$ cat config.mk
export PLATFORM = sky130hd
export DESIGN_NAME = sram_bus_bridge
export DESIGN_NICKNAME = d
export VERILOG_FILES = /design/src/rtl/sram_bus_bridge.sv
export SDC_FILE = /design/constraint.sdc
export NUM_CORES = 1
export LEC_CHECK = 0
export CORE_AREA = 5 5 156 121
export DETAILED_ROUTE_END_ITERATION = 10
export DIE_AREA = 0 0 161 126
export PLACE_DENSITY = 0.83
export SYNTH_ARGS = -nofsm -noshare
export SYNTH_HDL_FRONTEND = slang
export SYNTH_SLANG_ARGS = --single-unit
$ cat constraint.sdc
create_clock -name aclk -period 1.6 [get_ports aclk]
set_input_delay 0.32 -clock aclk [delete_from_list [all_inputs] [get_ports aclk]]
set_output_delay 0.32 -clock aclk [all_outputs]
set_load 0.005 [all_outputs]
$ cat src/rtl/sram_bus_bridge.sv
// Bridges the core's split instruction/data SRAM ports onto one shared request/response bus.
// Requests seen in IDLE are captured and serialised, with the core stalled until DONE.
module sram_bus_bridge #(
   parameter int DATA_FIRST = 1
) (
   input  logic        aclk,
   input  logic        aresetn,
   input  logic        inst_sram_en,
   input  logic [31:0] inst_sram_addr,
   output logic [31:0] inst_sram_rdata,
   input  logic        data_sram_en,
   input  logic [3:0]  data_sram_wen,
   input  logic [31:0] data_sram_addr,
   input  logic [31:0] data_sram_wdata,
   output logic [31:0] data_sram_rdata,
   output logic        stallreq,
   output logic        bus_req,
   output logic        bus_wr,
   output logic [3:0]  bus_wstrb,
   output logic [31:0] bus_addr,
   output logic [31:0] bus_wdata,
   input  logic        bus_addr_ok,
   input  logic        bus_data_ok,
   input  logic [31:0] bus_rdata
);

   typedef enum logic [2:0] {
      IDLE,
      D_REQ,
      D_WAIT,
      I_REQ,
      I_WAIT,
      DONE
   } state_t;

   state_t      state;
   state_t      state_nxt;
   logic        i_pend;
   logic        d_pend;
   logic [31:0] i_addr_q;
   logic [31:0] d_addr_q;
   logic [31:0] d_wdata_q;
   logic [3:0]  d_wen_q;
   logic [31:0] i_rdata_q;
   logic [31:0] d_rdata_q;
   logic        any_req;

   assign any_req         = inst_sram_en | data_sram_en;
   assign inst_sram_rdata = i_rdata_q;
   assign data_sram_rdata = d_rdata_q;

   always_ff @(posedge aclk) begin
      if (!aresetn) state <= IDLE;
      else          state <= state_nxt;
   end

   always_comb begin
      state_nxt = state;
      stallreq  = 1'b1;
      bus_req   = 1'b0;
      bus_wr    = 1'b0;
      bus_wstrb = '0;
      bus_addr  = d_addr_q;
      bus_wdata = d_wdata_q;
      unique case (state)
         IDLE: begin
            stallreq = any_req;
            if (any_req) begin
               if (DATA_FIRST != 0) state_nxt = data_sram_en ? D_REQ : I_REQ;
               else                 state_nxt = inst_sram_en ? I_REQ : D_REQ;
            end
         end
         D_REQ: begin
            bus_req   = 1'b1;
            bus_wr    = |d_wen_q;
            bus_wstrb = d_wen_q;
            if (bus_addr_ok) state_nxt = D_WAIT;
         end
         D_WAIT: begin
            if (bus_data_ok) state_nxt = i_pend ? I_REQ : DONE;
         end
         I_REQ: begin
            bus_req  = 1'b1;
            bus_addr = i_addr_q;
            if (bus_addr_ok) state_nxt = I_WAIT;
         end
         I_WAIT: begin
            bus_addr = i_addr_q;
            if (bus_data_ok) state_nxt = d_pend ? D_REQ : DONE;
         end
         DONE: begin
            stallreq  = 1'b0;
            state_nxt = IDLE;
         end
         default: state_nxt = IDLE;
      endcase
   end

   // Pending flags drop as each access completes so the WAIT states can pick the remaining one.
   always_ff @(posedge aclk) begin
      if (!aresetn) begin
         i_pend    <= 1'b0;
         d_pend    <= 1'b0;
         i_addr_q  <= '0;
         d_addr_q  <= '0;
         d_wdata_q <= '0;
         d_wen_q   <= '0;
         i_rdata_q <= '0;
         d_rdata_q <= '0;
      end else begin
         case (state)
            IDLE: begin
               if (inst_sram_en) begin
                  i_pend   <= 1'b1;
                  i_addr_q <= inst_sram_addr;
               end
               if (data_sram_en) begin
                  d_pend    <= 1'b1;
                  d_addr_q  <= data_sram_addr;
                  d_wen_q   <= data_sram_wen;
                  d_wdata_q <= data_sram_wdata;
               end
            end
            D_WAIT: begin
               if (bus_data_ok) begin
                  d_pend <= 1'b0;
                  if (d_wen_q == 4'b0000) d_rdata_q <= bus_rdata;
               end
            end
            I_WAIT: begin
               if (bus_data_ok) begin
                  i_pend    <= 1'b0;
                  i_rdata_q <= bus_rdata;
               end
            end
            DONE: begin
               i_pend <= 1'b0;
               d_pend <= 1'b0;
            end
            default: ;
         endcase
      end
   end

endmodule

==> flow_metrics.py <==
metrics = {
    "run_status": {
        "run_status": "finished with violations",
        "violated_checks": "negative setup slack",
    },
    "sta": {
        "rsz0062_at_grt": "true",
        "hold-worst-slack_ps": 456,
        "timing_hold_violations_final": 0,
        "period_share_pct": 138,
        "clock-skew-final_ps": 9.92,
        "maxClockFrequency_mhz": 452,
        "max_slew_margin_pct": 61.4,
        "setup_tns_ps": -61220,
        "fin_crit_ps": 2210,
        "timing.final.setup_violations": 209,
        "max_slew_violation_count": 0,
        "timing.final.ws_setup_ps": -613,
        "worst_slew_pin_slew_ps": 579,
    },
    "clocking": {
        "cts_hold_repair.buffers": 0,
        "cts_htree_levels": 4,
        "clock_latency_ps": 420,
        "clock-sinks": 169,
        "max-clock-path-buffers": 2,
        "path_clk_slew_ps": 70,
        "cts_made_buffers": 17,
        "tritoncts": "yes",
        "root_buffer": "clkbuf_16",
    },
    "logic_synthesis": {
        "synth.ff_latch_count": 169,
        "post_synth.cell_area_avg_sq_um": 8.05,
        "synth_warnings": 0,
        "yosysSeqAreaShare_pct": 51.5,
        "yosysMostFrequentCell": "nand2_1",
        "synth_fp_nets": 955,
        "synth_fa_ha_area_share_pct": 0,
        "synth_top_area_share_pct": 51.5,
        "synthesis.area_sq_um": 6580,
        "yosys.cell_types.count": 40,
        "synth_simple_gate_area_share_pct": 21.9,
        "synth.largest_area_cell": "dfxtp_1",
        "synth_xor_area_share_pct": 0,
        "synth_compound_gate_area_share_pct": 16.4,
        "post_synth_main_area_contributors": "dfxtp_1 (51%), nand2_1 (15%), a21oi_1 (13%), mux2_2 (5.5%), nand3_1 (2.4%)",
        "synthMuxAreaShare_pct": 5.48,
        "synth_flop_cell": "dfxtp_1",
        "synth_top_family_by_area": "simple AND/OR/NAND/NOR gates",
        "synth.cells.most_frequent": "nand2_1 (265), dfxtp_1 (169), a21oi_1 (167), clkbuf_1 (42)",
        "synth-async-reset-ratio_pct": 0,
        "synth_edf_count": 0,
        "netlist_instances": 817,
    },
    "global_routing": {
        "grt_first_pass_wirelength_microns": 36900,
        "grt_antenna_before_repair": 0,
        "global_route.usage.total_pct": 22.6,
        "met3_usage_pct": 8.26,
        "met1_usage_pct": 28.1,
        "global_route.overflow_total": 0,
        "via_count_of_the_first_global_routing_pass": 6961,
        "global_route.usage.met2_pct": 36.7,
        "grt_max_usage_layer": "met2",
        "pin_count_of_the_biggest_net_entering_global_routing": 55,
    },
    "placed_design": {
        "globalplace.congestion": 0.768,
        "dp.final_hpwl_microns": 15000,
        "port_buffers": 272,
    },
    "setup_path": {
        "cp.arrival_ps": 1890,
        "timing.critical_path.from_type": "flip-flop",
        "critical_path_required_ps": 1280,
        "critPathMaxFanout": 6,
        "worst-r2r-cell-count": 10,
        "cp_cell_sequence": "nor2b_4, a22o_4, buf_16, buf_4, mux2_2, buf_6",
        "max_stage_delay_ps": 360,
        "worstSetupPathType": "reg -> out",
        "critical-path-slowest-cell": "dfxtp_4",
        "worst_setup_path_end_kind": "output port",
    },
    "min_path": {
        "worst_hold_path_type": "reg -> reg",
        "min_path_cells": 2,
    },
    "layout": {
        "multiInputGateArea_sq_um": 5080,
        "drive_above_1_share_pct": 53.6,
        "num-nets-final": 1287,
        "register_area_sq_um": 3420,
        "share_of_the_core_filled_with_cells_pct": 81.5,
        "antenna-diode-count": 0,
        "synthToLayoutAreaGrowth_pct": 114,
        "fillCellCount": 900,
    },
    "floorplan": {
        "floorplan_row_count": 42,
        "die_h_microns": 126,
        "top_level_ports": 273,
        "core_area_sq_um": 17200,
        "start_util_pct": 38.1,
        "die_width_microns": 161,
        "dieArea_sq_um": 20300,
    },
    "route": {
        "routed_via_density": 5.62,
        "route.antenna.remaining_nets": 0,
        "drt-total-wl_microns": 33200,
        "detail_route.drc_violations": 0,
        "drt-pass1-iter-count": 5,
        "routed_via_count": 7764,
        "drtIter0Drc": 577,
        "route.detailed.wl_per_inst_microns": 24.0,
    },
    "flow_run": {
        "maxCapViolations": 0,
    },
    "power_and_ir_drop": {
        "worst_vdd_ir_mv": 0.958,
        "power_per_cell_area_nw_per_um2": 1200,
        "cellLeakagePower_uw": 0.00686,
    },
}
==> layout by cell type (no fill, tap or decap), types with 4 or more instances in the layout <==
master / n
buf_16: 6
buf_2: 7
mux2_2: 16
dfxtp_2: 23
buf_4: 25
a21oi_1: 15
buf_8: 7
nand3_2: 14
buf_6: 64
clkbuf_16: 32
mux2_4: 16
nor2b_1: 4
nand2_1: 113
nand3_4: 16
dfxtp_1: 143
nand2_4: 124
o21ai_2: 23
clkdlybuf4s50_1: 142
a21oi_2: 152
clkinvlp_4: 4
o21ai_1: 7
dlymetal6s2s_1: 91
buf_12: 27
nand2_2: 28
==> area by class of cell <==
class / instances / area share [%]
Multi-Input combinational cell: 575 / 36.1
Timing Repair Buffer: 384 / 33.4
Sequential cell: 169 / 24.4
Clock buffer: 18 / 3.06
Tap cell: 220 / 1.96
Clock inverter: 14 / 0.989
Inverter: 2 / 0.0713
==> power by group <==
| part | internal [uW] | leakage [uW] | switching [uW] |
|---|---|---|---|
| Combinational | 3840 | 0.00520 | 3780 |
| Sequential | 4710 | 0.00139 | 462 |
| Clock | 2190 | 0.000269 | 1930 |
==> stage by stage <==
step           power (uW)  std cells  cell area, sq um  worst slack [ps]
6_report            16900       1382             14000              -613
4_1_cts             14400       1352             11200              -590
3_5_place_dp         8970       1281              9820              -537
5_1_grt             17500       1382             14000              -666
3_3_place_gp         8900       1281              9820              -562
2_1_floorplan        6910        817              6610              22.6
==> worst max-delay path, delay by kind of cell, from the launching register on <==
| kind | cells | cell delay [ps] |
|---|---|---|
| buffers and inverters | 3 | 420 |
| DFF | 1 | 360 |
| muxes | 1 | 280 |
| and+or+nand+nor | 1 | 130 |
| AOI/OAI and AO/OA | 1 | 280 |
==> logic make-up (layout without fill, tap and decap cells) <==
family,Yosys count,count (layout)
flops,169,169
simple gates,334,334
compound gates,209,209
buf+inv,73,418
mux,32,32
==> state kept, by name, summed over array words and instances (netlist names) <==
| signal | cells |
|---|---|
| d_pend | 1 |
| inst_sram_rdata | 32 |
| d_addr_q | 32 |
| state | 3 |
| i_pend | 1 |
| i_addr_q | 32 |
| bus_wdata | 32 |
| data_sram_rdata | 32 |
| d_wen_q | 4 |
==> final timing paths <==
path | start | end | slack, ps
max | state[1] | bus_addr[25] | -610
min | inst_sram_rdata[17] | inst_sram_rdata[17] | 460
max reg2reg | state[2] | data_sram_rdata[10] | -400
min reg2reg | inst_sram_rdata[17] | inst_sram_rdata[17] | 460
==> layer usage <==
layer	routed length (microns)	share of wire, %	up-vias
li1	-	-	3435
met1	12900	39	3795
met2	16300	49	429
met3	2730	8.2	105
met4	1320	4.0	0
met5	0	0	-
==> what timing repair did <==
action | 4_1_cts | 5_1_grt
endpoints found under the setup margin | 200 | 299
resized for setup | 261 | 699
setup buffers | 26 | 22
gates cloned | 13 | 19
pin swaps | 7 | 297
Note: power is estimated with default switching activity, not from simulation.
